$ cat config.mk
export PLATFORM = sky130hd
export DESIGN_NAME = clk_div_bank
export DESIGN_NICKNAME = d
export VERILOG_FILES = /design/src/rtl/clk_div_pkg.sv /design/src/rtl/clk_div_chan.sv /design/src/rtl/clk_div_bank.sv
export SDC_FILE = /design/constraint.sdc
export NUM_CORES = 1
export LEC_CHECK = 0
export BUFFER_PORTS_ARGS = -buffer_cell sky130_fd_sc_hd__buf_4
export CELL_PAD_IN_SITES_DETAIL_PLACEMENT = 0
export CELL_PAD_IN_SITES_GLOBAL_PLACEMENT = 1
export CORE_MARGIN = 8
export CORE_UTILIZATION = 48
export CTS_BUF_LIST = sky130_fd_sc_hd__clkbuf_8 sky130_fd_sc_hd__clkbuf_16
export DETAILED_ROUTE_END_ITERATION = 12
export PLACE_DENSITY = 0.84
export SYNTH_ARGS = -nofsm -noshare
export SYNTH_HDL_FRONTEND = slang
export SYNTH_SLANG_ARGS = --single-unit
$ cat constraint.sdc
create_clock -name clk -period 5.3 [get_ports clk]
set_input_delay 0.53 -clock clk [delete_from_list [all_inputs] [get_ports clk]]
set_output_delay 0.53 -clock clk [all_outputs]
set_load 0.02 [all_outputs]
$ cat src/rtl/clk_div_pkg.sv
// Shared definitions for the clock divider bank.
//   mode_e          : output mode of a divider channel (toggle / pulse)
//   DEF_DIV_DEFAULT : default terminal count loaded into every channel on reset
package clk_div_pkg;

    typedef enum logic {
        MODE_TOGGLE = 1'b0,
        MODE_PULSE  = 1'b1
    } mode_e;

    localparam int unsigned DEF_DIV_DEFAULT = 32'd12499999;

endpackage

$ cat src/rtl/clk_div_chan.sv
// One divider channel: counts 0..div, ticks for one cycle after each terminal
// count and produces either a square wave (toggle) or a copy of tick (pulse).
// Reconfiguration is deferred to the next terminal count so periods are never
// truncated.
//   clk, rst  : clock, synchronous active-high reset
//   en        : channel enable; low clears and holds the channel
//   sync      : restart in phase and apply any pending configuration
//   we        : configuration write aimed at this channel
//   wr_div    : terminal count carried by the write
//   wr_mode   : mode carried by the write (0 toggle, 1 pulse)
//   clk_out   : registered divided output
//   tick      : registered one-cycle terminal-count pulse
//   pend      : a written configuration is waiting to be applied
module clk_div_chan
    import clk_div_pkg::*;
#(
    parameter int unsigned CNT_W   = 32,
    parameter int unsigned DEF_DIV = DEF_DIV_DEFAULT
) (
    input  logic             clk,
    input  logic             rst,
    input  logic             en,
    input  logic             sync,
    input  logic             we,
    input  logic [CNT_W-1:0] wr_div,
    input  logic             wr_mode,
    output logic             clk_out,
    output logic             tick,
    output logic             pend
);

    localparam logic [CNT_W-1:0] RST_DIV = CNT_W'(DEF_DIV);

    logic [CNT_W-1:0] cnt_q, cnt_d;
    logic [CNT_W-1:0] div_q, div_d;
    logic [CNT_W-1:0] pdiv_q, pdiv_d;
    mode_e            mode_q, mode_d;
    mode_e            pmode_q, pmode_d;
    logic             pend_q, pend_d;
    logic             clk_out_q, clk_out_d;
    logic             tick_q, tick_d;

    logic [CNT_W-1:0] next_div;
    mode_e            next_mode;

    always_comb begin
        // Configuration that becomes active on an apply event: a write in the
        // same cycle beats an older pending one.
        next_div  = pend_q ? pdiv_q : div_q;
        next_mode = pend_q ? pmode_q : mode_q;
        if (we) begin
            next_div  = wr_div;
            next_mode = mode_e'(wr_mode);
        end

        cnt_d     = cnt_q;
        div_d     = div_q;
        mode_d    = mode_q;
        pdiv_d    = pdiv_q;
        pmode_d   = pmode_q;
        pend_d    = pend_q;
        clk_out_d = clk_out_q;
        tick_d    = 1'b0;

        if (sync) begin
            cnt_d     = '0;
            clk_out_d = 1'b0;
            div_d     = next_div;
            mode_d    = next_mode;
            pend_d    = 1'b0;
        end else if (!en) begin
            // An idle channel has no period to protect, so writes land directly.
            cnt_d     = '0;
            clk_out_d = 1'b0;
            if (we) begin
                div_d  = wr_div;
                mode_d = mode_e'(wr_mode);
                pend_d = 1'b0;
            end
        end else if (cnt_q == div_q) begin
            cnt_d  = '0;
            tick_d = 1'b1;
            div_d  = next_div;
            mode_d = next_mode;
            pend_d = 1'b0;
            // Leaving toggle mode parks the output low; entering it starts a
            // fresh high half-period.
            if (next_mode == MODE_PULSE) begin
                clk_out_d = (mode_q == MODE_PULSE);
            end else if (mode_q == MODE_PULSE) begin
                clk_out_d = 1'b1;
            end else begin
                clk_out_d = ~clk_out_q;
            end
        end else begin
            cnt_d = cnt_q + CNT_W'(1);
            if (mode_q == MODE_PULSE) begin
                clk_out_d = 1'b0;
            end
            if (we) begin
                pdiv_d  = wr_div;
                pmode_d = mode_e'(wr_mode);
                pend_d  = 1'b1;
            end
        end
    end

    always_ff @(posedge clk) begin
        if (rst) begin
            cnt_q     <= '0;
            div_q     <= RST_DIV;
            mode_q    <= MODE_TOGGLE;
            pdiv_q    <= RST_DIV;
            pmode_q   <= MODE_TOGGLE;
            pend_q    <= 1'b0;
            clk_out_q <= 1'b0;
            tick_q    <= 1'b0;
        end else begin
            cnt_q     <= cnt_d;
            div_q     <= div_d;
            mode_q    <= mode_d;
            pdiv_q    <= pdiv_d;
            pmode_q   <= pmode_d;
            pend_q    <= pend_d;
            clk_out_q <= clk_out_d;
            tick_q    <= tick_d;
        end
    end

    assign clk_out = clk_out_q;
    assign tick    = tick_q;
    assign pend    = pend_q;

endmodule

$ cat src/rtl/clk_div_bank.sv
// Bank of N_CH independent programmable clock dividers sharing one
// configuration port and one phase-sync input.
//   clk, rst  : clock, synchronous active-high reset
//   ch_en     : per-channel enable
//   sync      : restart all channels in phase
//   cfg_we    : one-cycle configuration write strobe
//   cfg_ch    : target channel (indices >= N_CH are ignored)
//   cfg_div   : new terminal count
//   cfg_mode  : new mode (0 toggle, 1 pulse)
//   clk_out   : divided output per channel
//   tick      : terminal-count pulse per channel
//   cfg_pend  : per-channel pending-configuration flag
module clk_div_bank
    import clk_div_pkg::*;
#(
    parameter int unsigned N_CH    = 2,
    parameter int unsigned CNT_W   = 32,
    parameter int unsigned DEF_DIV = DEF_DIV_DEFAULT
) (
    input  logic                                        clk,
    input  logic                                        rst,
    input  logic [N_CH-1:0]                             ch_en,
    input  logic                                        sync,
    input  logic                                        cfg_we,
    input  logic [((N_CH > 1) ? $clog2(N_CH) : 1)-1:0]  cfg_ch,
    input  logic [CNT_W-1:0]                            cfg_div,
    input  logic                                        cfg_mode,
    output logic [N_CH-1:0]                             clk_out,
    output logic [N_CH-1:0]                             tick,
    output logic [N_CH-1:0]                             cfg_pend
);

    localparam int unsigned CH_W = (N_CH > 1) ? $clog2(N_CH) : 1;

    // Equality decode only matches existing channels, so out-of-range
    // indices fall through without touching any state.
    for (genvar i = 0; i < N_CH; i++) begin : g_chan
        clk_div_chan #(
            .CNT_W   (CNT_W),
            .DEF_DIV (DEF_DIV)
        ) u_chan (
            .clk     (clk),
            .rst     (rst),
            .en      (ch_en[i]),
            .sync    (sync),
            .we      (cfg_we && (cfg_ch == CH_W'(i))),
            .wr_div  (cfg_div),
            .wr_mode (cfg_mode),
            .clk_out (clk_out[i]),
            .tick    (tick[i]),
            .pend    (cfg_pend[i])
        );
    end

endmodule

; ---- Word-level counts from Yosys, hierarchy flattened
; Index checks and enable logic that the tools add are counted.
[classes]
addsub = 2
eq_ne = 4
mux = 42
bitwise_logic = 8
n_reduce_logical = 21
[ops]
columns = op, n
row1 = 32-bit 2-to-1 mux, 12
row2 = "32-bit by 1-bit adder with 32-bit output, second input constant", 2
row3 = 32-bit == test, 2
row4 = 1-bit 2-to-1 mux, 30
row5 = 2-bit nonzero test, 6
row6 = 1-bit NOT, 8
row7 = 2-bit AND reduction, 4
row8 = 4-bit AND reduction, 2
row9 = 4-bit OR reduction, 2
row10 = "3-bit by 1-bit inequality test with 1-bit output, second input constant", 2
row11 = 3-bit nonzero test, 2
row12 = 3-bit OR reduction, 2
row13 = 1-bit logical AND, 2
row14 = 2-bit OR reduction, 1
[word_totals]
ff_bits = 202
inputBits = 40
out_inout_bits = 6
wordCells = 93

; ---- Depth between registers and ports, before layout
; Gate-level depths: netlist (run 1).
[depth]
ltp_word = 6
depth_mapped = 9
depth_no_buf = 7

; ---- Hierarchy
; Synthesis (run 1) repeated with hierarchy kept, for this count alone.
[hier_totals]
cells_unflattened = 1312
hier_area_um2 = 11299.6
[modules_own_cells]
columns = mod, instances, cells_each, area_per_inst_um2, seq_area_each_um2
row1 = clk_div_chan (g_chan[0].u_chan), 1, 659, 5708.0, 2021.9
row2 = clk_div_chan (g_chan[1].u_chan), 1, 651, 5575.3, 2021.9
row3 = clk_div_bank, 1, 2, 16.3, 0.0

; ---- Worst setup path before layout (run 1)
; Ideal clock, no wire load.
[synth_timing]
kind = input to register
start = in sync
end = reg g_chan[1].u_chan.pdiv_q[11]
t_arrival_ns = 1.850
t_required_ns = 5.178
path_slack_ns = 3.329
cell_stages = 6
path_buffers = 3
cell_sequence = clkbuf_1 > nand2b_1 > a211oi_1 > buf_2 > buf_2 > a21oi_1
[synth_between]
elab_chain_len = 2
[synth_rtl]
columns = element, line_no
row1 = from (decl), clk_div_bank.sv:23  ; input logic sync,
row2 = 1-bit NOT (no line), --
row3 = 4-bit AND reduction (no line), --
row4 = to (signal assigned), clk_div_chan.sv:122  ; pdiv_q <= pdiv_d;
row5 = to (decl), clk_div_chan.sv:36  ; logic [CNT_W-1:0] pdiv_q, pdiv_d;
; No other way between the ends.
; A chain may end at the register's enable or synchronous reset.

; ---- Worst setup path in the final report (run 1)
[layout_timing]
start = reg g_chan[1].u_chan.div_q[27]
end = reg g_chan[1].u_chan.div_q[4]
[layout_between]
elab_chain_len = 3
[layout_rtl]
columns = element, line_no
row1 = from (decl), clk_div_chan.sv:35  ; logic [CNT_W-1:0] div_q, div_d;
row2 = from (signal assigned), clk_div_chan.sv:120  ; div_q <= div_d;
row3 = 32-bit == test, clk_div_chan.sv:80  ; end else if (cnt_q == div_q) begin
row4 = 3-bit by 1-bit inequality test with 1-bit output (no line), --
row5 = 2-bit AND reduction (no line), --
; No other way between the ends.

==> results.yml, run 1 <==
setup_path:
  crit_family: "compound AO/OA/AOI/OAI gates"
  crit_chain: "xnor2_1, nand4_1, nor4_2, a211o_1, o31a_2, o22a_1"
  cp_max_fo: 34
  critPathArrivalTime_ns: 3.52
  path_buf_inv: 0
  worst_path_max_delay_cell: "a211o_1"
  crit_required_ns: 5.76
  worstSetupEndpointType: "flop"
  slowest_delay_ns: 0.94
  startpoint_type: "flop"
  timing.setup.critical_path_class: "flop to flop"
layout:
  regArea_sq_mm: 0.00405
  drive_above_1_share_pct: 10.2
  multiInputGateArea_sq_mm: 0.00511
  post-route-util_pct: 54.8
  fin_nets: 1114
  areaGrowthSynthToFinish_pct: 12.7
  antenna_cells: 0
  nFillCells: 1839
timing:
  slew_headroom_pct: 26.0
  period_minus_slack_ns: 3.06
  fin_setup_tns_ns: 0
  rsz0062_at_grt: "false"
  finClkSkew_ns: 0.00858
  timing.final.crit_share_pct: 57.8
  worstMarginPinSlew_ns: 1.11
  setup_violations: 0
  finalHoldViolCount: 0
  slew_viol_final: 0
  max_freq_mhz: 327
routing:
  avgRoutedWirePerCell_microns: 17.5
  drc: 0
  dr.pass1.iters: 5
  dr_total_vias: 7333
  via_per_inst: 5.42
  drt-initial-drc-count: 496
  drt-total-wl_microns: 23700
  final_antenna_net_count: 0
power:
  peakVddDrop_v: 0.000231
  power.switching_uw: 875
  power.internal_mw: 2.54
  clkPwrFrac_pct: 43.3
  netSwitchingFraction_pct: 25.7
  pwr-share-comb_pct: 8.8
  power-per-cell-area_mw_per_mm2: 321
  p_leak_nw: 3.80
  seq_power_share_pct: 47.8
worst_hold_path:
  hold_class: "primary input to flop"
synth:
  synth_nets: 1103
  post_synth.cell_area_avg_sq_um: 8.89
  ys_types: 43
  synth-seq-cells: 202
  ys_async_sr_fraction_pct: 0
  yosys_most_used_dff: "dfxtp_1"
  synthCells: 1061
  yosys_warnings: 0
  syn_area_sq_mm: 0.00943
  yosysSeqAreaShare_pct: 42.9
  synth-edff-count: 0
placement:
  portBuffers: 45
  dpl.hpwl_microns: 16400
  gp_congestion: 0.862
clock_network:
  cts_tree: "done"
  clock_sinks: 202
  cts_root_buf: "clkbuf_16"
  ctsResizeCount: 0
  clk_path_buf_depth: 3
  clk_latency_ns: 0.51
  postCtsHoldBufs: 0
  numCtsBuffers: 23
  path_clk_slew_ns: 0.06
  htree_num_levels: 1
  cts_setup_buffers: 0
grt:
  antenna_found_initial: 0
  grt_use_met3_pct: 2.96
  grt.met1_usage_pct: 26.1
  grt_pass1_vias: 6738
  grt_max_degree: 81
  gr-total-overflow: 0
  top_usage_layer: "met2"
  globalRouteTotalUtil_pct: 19.2
  gr-usage-met2_pct: 31.3
  grt_pass1_wl_microns: 37500
floorplan:
  start_util_pct: 48.6
  ios: 46
  core_area_sq_mm: 0.0194
  dieArea_sq_mm: 0.0244
  fp.dieH_microns: 156
  row_count: 51
  die_w_microns: 156
status:
  status: "finished, final reports clean"
job:
  cap_violations: 0
==> Yosys cell counts, types with 2 or more instances <==
library cell    n  area, sq um
o2bb2ai_1      34          298
or3b_2          2         17.5
a21oi_1        71          355
nand2b_1        5         31.3
nor2_1        176          661
buf_2           9         45.0
or2_2           2         12.5
o21ai_1         2         10.0
dfxtp_1       202         4040
and3_1         18          113
nand2_1        58          218
a21boi_0        2         15.0
mux2i_1       101         1010
nor3_1         35          175
clkbuf_1       44          165
ha_1            2         25.0
nor4_2          2         25.0
buf_4           8         60.1
o22a_1         32          280
inv_1           4         15.0
and4_1          7         61.3
or3_1           4         25.0
o21ai_0        39          195
and2_1          6         37.5
nand4_1        16          100
xnor2_1        47          412
buf_1           7         26.3
a211oi_1        2         15.0
nor4_1         10         62.6
nand3_1        28          140
xor2_1         74          648
==> per-stage QoR <==
| stage | worst slack, ns | std cells | hold WS (ns) | cell area (sq um) | power (mW) |
|---|---|---|---|---|---|
| after CTS | 2.18 | 1354 | 0.233 | 10600 | 3.44 |
| after detailed placement | 2.21 | 1312 | 0.462 | 9920 | 1.97 |
| after global placement | 2.27 | 1312 | 0.453 | 9920 | 1.96 |
| after floorplan | 3.33 | 1061 | 0.435 | 9430 | 1.85 |
| after global routing | 2.01 | 1354 | 0.246 | 10600 | 3.55 |
| final | 2.24 | 1354 | 0.241 | 10600 | 3.41 |
==> power by group through the flow <==
stage	Sequential [mW]	Combinational [mW]	Clock, mW
6_report	1.63	0.302	1.48
5_1_grt	1.64	0.333	1.58
4_1_cts	1.63	0.303	1.50
3_5_place_dp	1.66	0.301	0
3_3_place_gp	1.66	0.297	0
2_1_floorplan	1.64	0.214	0
==> final timing paths <==
path / start / to / slack [ns] / cells past startpoint
max: g_chan[1].u_chan.div_q[27] / g_chan[1].u_chan.div_q[4] / 2.24 / 6
min: ch_en[0] / g_chan[0].u_chan.pend / 0.24 / 2
max reg2reg: g_chan[1].u_chan.div_q[27] / g_chan[1].u_chan.div_q[4] / 2.24 / 6
min reg2reg: g_chan[0].u_chan.cnt_q[0] / g_chan[0].u_chan.cnt_q[0] / 0.48 / 1
==> final cells by class <==
type	instances	share of cell area [%]
tap	265	3.12
clock inverter	16	0.824
timing repair buffer	55	3.89
multi-input combinational	786	48.1
sequential	202	38.1
clock buffer	26	5.81
inverter	4	0.141
==> state kept, by name, summed over array words and instances, names as in the netlist <==
register,cells
g_chan.u_chan.clk_out,2
g_chan.u_chan.pend,2
g_chan.u_chan.pmode_q,2
g_chan.u_chan.div_q,64
g_chan.u_chan.mode_q,2
g_chan.u_chan.tick,2
g_chan.u_chan.cnt_q,64
g_chan.u_chan.pdiv_q,64
==> layout by cell type, fill, tap and decap left out, types with 5 or more instances in the layout <==
master,Yosys,layout
dfxtp_1,202,200
nor2_1,176,176
mux2i_1,101,101
xor2_1,74,74
a21oi_1,71,71
nand2_1,58,58
buf_4,8,55
xnor2_1,47,47
o21ai_0,39,38
nor3_1,35,35
o2bb2ai_1,34,34
o22a_1,32,32
nand3_1,28,28
clkbuf_16,0,23
and3_1,18,18
nand4_1,16,16
inv_1,4,10
nor4_1,10,10
and4_1,7,7
and2_1,6,6
nand2b_1,5,5
clkinv_2,0,5
==> metal layers <==
metal	up-vias	wire [microns]
met4	0	466
met3	36	840
met2	104	11000
li1	3716	-
met5	-	0
met1	3477	11400
==> cells by family (layout without fill, tap and decap cells) <==
| kind of cell | after synthesis | after routing | share of synthesized area [%] |
|---|---|---|---|
| xor gates and xnor gates | 121 | 121 | 11.2 |
| DFF | 202 | 202 | 42.9 |
| and+or+nand+nor | 371 | 371 | 18.0 |
| AOI/OAI and AO/OA | 191 | 191 | 13.4 |
| buffers and inverters | 73 | 101 | 3.42 |
| muxes | 101 | 101 | 10.7 |
| adders and majority gates | 2 | 2 | 0.265 |
Note: power is estimated with default switching activity, not from simulation.
==> inputs of run 2 (changes only) <==
- CORE_UTILIZATION: 48 -> 47
- PLACE_DENSITY: 0.84 -> 0.82
- clock period: 5.3 -> 2.95 ns (I/O delays scaled with it)
==> run 2 against run 1 <==
Effect of this change:
- setup slack got worse by 1.8 ns
- worst hold slack lost 0.17 ns
- power increased by 82%
- critical path depth is 1 higher
- global-route usage shrank 0.66 points
- register-to-register slack lost 1.8 ns
- critical path type unchanged
==> results.yml, run 2 (same netlist as run 1, synthesis figures left out) <==
setup_path:
  slowest_delay_ns: 0.52
  crit_chain: "xnor2_1, nand4_1, nor4_2, and2_1, o221ai_2, buf_4, o2bb2ai_1"
  startpoint_type: "flop"
  path_buf_inv: 1
  crit_required_ns: 3.37
  critPathArrivalTime_ns: 2.89
  timing.setup.critical_path_class: "flop to flop"
  r2r-start: "g_chan[1].u_chan.cnt_q[7]"
  worst_r2r_endpoint: "g_chan[1].u_chan.div_q[5]"
  cp_max_fo: 17
  ff2ff_path_depth: 7
  regToRegSetupSlack_ns: 0.48
  crit_family: "simple AND/OR/NAND/NOR gates"
  worst_path_max_delay_cell: "nor4_2"
  worstSetupEndpointType: "flop"
clock_network:
  clk_latency_ns: 0.50
  cts_root_buf: "clkbuf_16"
  clk_path_buf_depth: 3
  clock_sinks: 202
  numCtsBuffers: 23
  path_clk_slew_ns: 0.06
  cts_tree: "done"
  htree_num_levels: 1
timing:
  setup_slack_ns: 0.477
  worstMarginPinSlew_ns: 0.894
  max_freq_mhz: 404
  period_minus_slack_ns: 2.47
  rsz0062_at_grt: "false"
  setup_violations: 0
  slew_headroom_pct: 40.4
  whs_ns: 0.0727
  finalHoldViolCount: 0
  fin_setup_tns_ns: 0
  finClkSkew_ns: 0.0160
  slew_viol_final: 0
  timing.final.crit_share_pct: 83.8
grt:
  antenna_found_initial: 0
  globalRouteTotalUtil_pct: 18.6
  gr-total-overflow: 0
  grt_pass1_wl_microns: 37000
  grt_max_degree: 58
  grt_pass1_vias: 6838
placement:
  dpl.hpwl_microns: 16200
  post-place-ws_ns: 0.502
  gp_congestion: 0.868
  placed_cell_area_sq_mm: 0.00999
  portBuffers: 45
routing:
  via_per_inst: 5.30
  drt-total-wl_microns: 23000
  final_antenna_net_count: 0
  dr.pass1.iters: 5
  drt-initial-drc-count: 544
  drc: 0
  dr_total_vias: 7241
  avgRoutedWirePerCell_microns: 16.8
floorplan:
  row_count: 52
  fp.dieH_microns: 158
  dieArea_sq_mm: 0.0249
  start_util_pct: 47.2
  die_w_microns: 158
  core_area_sq_mm: 0.0200
  ios: 46
power:
  p_leak_nw: 3.87
  power-per-cell-area_mw_per_mm2: 579
  peakVddDrop_v: 0.000366
layout:
  post-route-util_pct: 53.7
  areaGrowthSynthToFinish_pct: 13.9
  antenna_cells: 0
  reg_top3: "g_chan.u_chan.cnt_q: 64 flops, g_chan.u_chan.div_q: 64 flops, g_chan.u_chan.pdiv_q: 64 flops"
  regArea_sq_mm: 0.00405
  multiInputGateArea_sq_mm: 0.00511
  fin_nets: 1123
  drive_above_1_share_pct: 10.5
  layout_common_cells: "dfxtp_1, nor2_1, mux2i_1, xor2_1, a21oi_1"
  final_area_sq_mm: 0.0107
  layout_commonest_cell: "dfxtp_1"
  nFillCells: 1876
worst_hold_path:
  hp-start: "ch_en[1]"
  hold_class: "primary input to flop"
  hold_end: "g_chan[1].u_chan.pend"
  hold_depth: 2
status:
  status: "finished, final reports clean"
job:
  cap_violations: 0
[run 2: cell count changes in the layout (fill, tap and decap cells not counted), moves of 2 or more]
cell / previous run / this run
inv_6: 2 / 0
clkinvlp_4: 3 / 0
clkbuf_8: 3 / 7
clkinv_2: 5 / 1
buf_4: 55 / 62
[run 2: cell type report]
class | instances | area share [%]
clock inverters | 9 | 0.571
well taps | 270 | 3.15
multi-input cells | 786 | 47.6
repair buffers | 64 | 4.62
flip-flops and latches | 202 | 37.7
inverters | 4 | 0.140
clock buffers | 30 | 6.26
[run 2: what timing repair did]
item / 4_1_cts / 5_1_grt
hold buffers: 1 / 0
resized for setup: 0 / 0
setup endpoints to repair: 0 / 0
setup buffers: 0 / 0
hold endpoints to repair: 1 / 0
[run 2: through the flow]
step | total power [mW] | instances
floorplan | 3.33 | 1061
global placement | 3.53 | 1325
detailed placement | 3.54 | 1325
CTS | 6.29 | 1365
global route | 6.45 | 1365
finish | 6.22 | 1365
[run 2: worst max-delay path by stage]
stage	start	endpoint	slack (ns)	depth (start not counted)
floorplan	g_chan[1].u_chan.cnt_q[7]	g_chan[1].u_chan.div_q[10]	1.10	7
global placement	g_chan[1].u_chan.cnt_q[10]	g_chan[1].u_chan.div_q[30]	0.51	8
detailed placement	g_chan[1].u_chan.cnt_q[10]	g_chan[1].u_chan.mode_q	0.50	8
CTS	g_chan[1].u_chan.cnt_q[10]	g_chan[1].u_chan.mode_q	0.47	8
global route	g_chan[1].u_chan.cnt_q[10]	g_chan[1].u_chan.mode_q	0.27	8
finish	g_chan[1].u_chan.cnt_q[7]	g_chan[1].u_chan.div_q[5]	0.48	7
[run 2: worst register-to-register path, stage by stage, from the launching register on]
cell       delay (ns)
dfxtp_1          0.43
xnor2_1          0.15
nand4_1          0.12
nor4_2           0.52
and2_1           0.29
o221ai_2         0.38
buf_4            0.35
o2bb2ai_1        0.15
[run 2: power breakdown]
part	switching, mW	internal [mW]	leakage [nW]
combinational	0.306	0.235	1.84
clock	1.08	1.66	0.389
sequential	0.109	2.83	1.64
total	1.49	4.72	3.87
[run 2: per-layer routing]
layer	track usage (%)	share of wire (%)
met1	25.2	48
met2	30.8	47
met3	2.35	3.8
met4	4.13	1.5
met5	0	0
==> inputs of run 3 (changes only) <==
- clock period: 2.95 -> 2.4 ns (I/O delays scaled with it)
==> run 3 against run 2 <==
Effect of this change:
- first-iteration DRC count fell by 29%
- core utilization grew 1.1 points
- clock power is 29% higher
- register-to-register slack worse by 0.30 ns
- critical path depth did not move
- via count up 0.84%
- non-clock buffer count rose by 17
- final area up 2.0%
- clock skew rose by 0.0023 ns
- sequential share of layout area shrank 0.75 points
- largest power group unchanged
- highest routed layer unchanged
==> results.yml, run 3 (same netlist as run 1, synthesis figures left out) <==
clock_network:
  cts_setup_buffers: 0
  path_clk_slew_ns: 0.06
  clk_latency_ns: 0.51
  htree_num_levels: 1
  clk_path_buf_depth: 3
  clock_sinks: 202
  numCtsBuffers: 23
  cts_tree: "done"
  cts_root_buf: "clkbuf_16"
setup_path:
  timing.setup.critical_path_class: "flop to flop"
  critPathArrivalTime_ns: 2.61
  worst_r2r_endpoint: "g_chan[0].u_chan.div_q[12]"
  path_buf_inv: 1
  r2r-start: "g_chan[0].u_chan.div_q[19]"
  worst_path_max_delay_cell: "nor4_1"
  cp_num_cells: 7
  cp-endpoint: "g_chan[0].u_chan.div_q[12]"
  worstSetupEndpointType: "flop"
  crit_family: "simple AND/OR/NAND/NOR gates"
  ff2ff_path_depth: 7
  crit_required_ns: 2.79
  cp_max_fo: 19
  crit_chain: "xor2_1, nor4_1, nand4_1, nor2_1, o21ai_2, buf_4, o22a_1"
  startpoint_type: "flop"
  regToRegSetupSlack_ns: 0.18
  critPathLaunch: "g_chan[0].u_chan.div_q[19]"
  slowest_delay_ns: 0.43
grt:
  grt_pass1_wl_microns: 37300
  globalRouteTotalUtil_pct: 18.8
  grt_pass1_vias: 6969
  gr-total-overflow: 0
  antenna_found_initial: 0
  grt_max_degree: 39
routing:
  drc: 0
  dr.pass1.iters: 5
  drt-total-wl_microns: 23200
  avgRoutedWirePerCell_microns: 16.7
  via_per_inst: 5.27
  drt-initial-drc-count: 388
  final_antenna_net_count: 0
  dr_total_vias: 7302
floorplan:
  start_util_pct: 47.2
  fp.dieH_microns: 158
  die_w_microns: 158
  core_area_sq_mm: 0.0200
  row_count: 52
  dieArea_sq_mm: 0.0249
  ios: 46
timing:
  finClkSkew_ns: 0.0183
  worstMarginPinSlew_ns: 0.667
  slew_headroom_pct: 55.4
  period_minus_slack_ns: 2.22
  fin_setup_tns_ns: 0
  timing.final.crit_share_pct: 92.7
  rsz0062_at_grt: "false"
  setup_violations: 0
  max_freq_mhz: 449
  finalHoldViolCount: 0
  setup_slack_ns: 0.175
  slew_viol_final: 0
layout:
  fin_nets: 1140
  reg_top3: "g_chan.u_chan.cnt_q: 64 flops, g_chan.u_chan.div_q: 64 flops, g_chan.u_chan.pdiv_q: 64 flops"
  antenna_cells: 0
  instances_no_fill: 1385
  layout_commonest_cell: "dfxtp_1"
  nFillCells: 1854
  layout_common_cells: "dfxtp_1, nor2_1, mux2i_1, xor2_1, a21oi_1"
  drive_above_1_share_pct: 11.7
  areaGrowthSynthToFinish_pct: 16.1
power:
  netSwitchingFraction_pct: 24.3
  power-per-cell-area_mw_per_mm2: 715
  power.switching_mw: 1.90
  pwr-share-comb_pct: 8.8
  peakVddDrop_v: 0.000470
  p_leak_nw: 3.99
  seq_power_share_pct: 46.0
  power.internal_mw: 5.92
  clkPwrFrac_pct: 45.1
placement:
  dp.cells: 1336
  dpl.hpwl_microns: 16500
  gp_congestion: 0.829
  post-place-ws_ns: 0.191
  portBuffers: 45
worst_hold_path:
  hold_class: "primary input to flop"
job:
  cap_violations: 0
status:
  status: "finished, final reports clean"
run 3: worst min-delay path by stage:
stage	cells after the start	endpoint	startpoint
after floorplan	1	g_chan[0].u_chan.pend	ch_en[0]
after global routing	3	g_chan[0].u_chan.pdiv_q[15]	cfg_div[15]
after CTS	3	g_chan[0].u_chan.pdiv_q[15]	cfg_div[15]
final	3	g_chan[0].u_chan.pdiv_q[15]	cfg_div[15]
after detailed placement	1	g_chan[0].u_chan.cnt_q[0]	g_chan[0].u_chan.cnt_q[0]
after global placement	1	g_chan[0].u_chan.cnt_q[0]	g_chan[0].u_chan.cnt_q[0]
run 3: routing by layer:
metal | share of wire [%] | global-route usage (%)
met1 | 48 | 25.2
met2 | 46 | 30.3
met3 | 2.6 | 2.35
met4 | 3.6 | 6.98
met5 | 0 | 0
run 3: worst reg2reg max path, delay by kind of cell, from the launching register on:
| kind | cells | cell delay, ns |
|---|---|---|
| AOI/OAI and AO/OA | 2 | 0.29 |
| xor gates and xnor gates | 1 | 0.18 |
| buffers and inverters | 1 | 0.21 |
| DFF | 1 | 0.34 |
| and+or+nand+nor | 3 | 1.08 |
run 3: area by class of cell:
cell class	count	area (sq um)	area share (%)
multi-input combinational	786	5110	46.6
sequential	202	4050	36.9
timing repair buffer	81	676	6.17
clock buffer	29	658	6.01
tap	270	338	3.08
clock inverter	13	111	1.02
inverter	4	15.0	0.137
run 3: per-stage QoR:
stage	util, %	cell area, sq um	hold WS [ns]	total power [mW]
floorplan	-	9430	0.333	4.09
global placement	50.6	10100	0.449	4.35
detailed placement	50.6	10100	0.464	4.36
CTS	54.8	11000	0.00105	7.90
global route	54.8	11000	0.0107	8.13
finish	54.8	11000	0.0197	7.83
run 3: repair_timing:
action / 4_1_cts / 5_1_grt
hold buffers: 7 / 0
setup endpoints to repair: 0 / 16
endpoints found under the hold margin: 9 / 0
resized for setup: 0 / 0
run 3: power by group through the flow:
stage / sequential (mW) / combinational [mW] / clock [mW]
finish: 3.60 / 0.692 / 3.53
global route: 3.62 / 0.772 / 3.74
CTS: 3.60 / 0.697 / 3.60
detailed placement: 3.68 / 0.685 / 0
global placement: 3.67 / 0.677 / 0
floorplan: 3.62 / 0.474 / 0
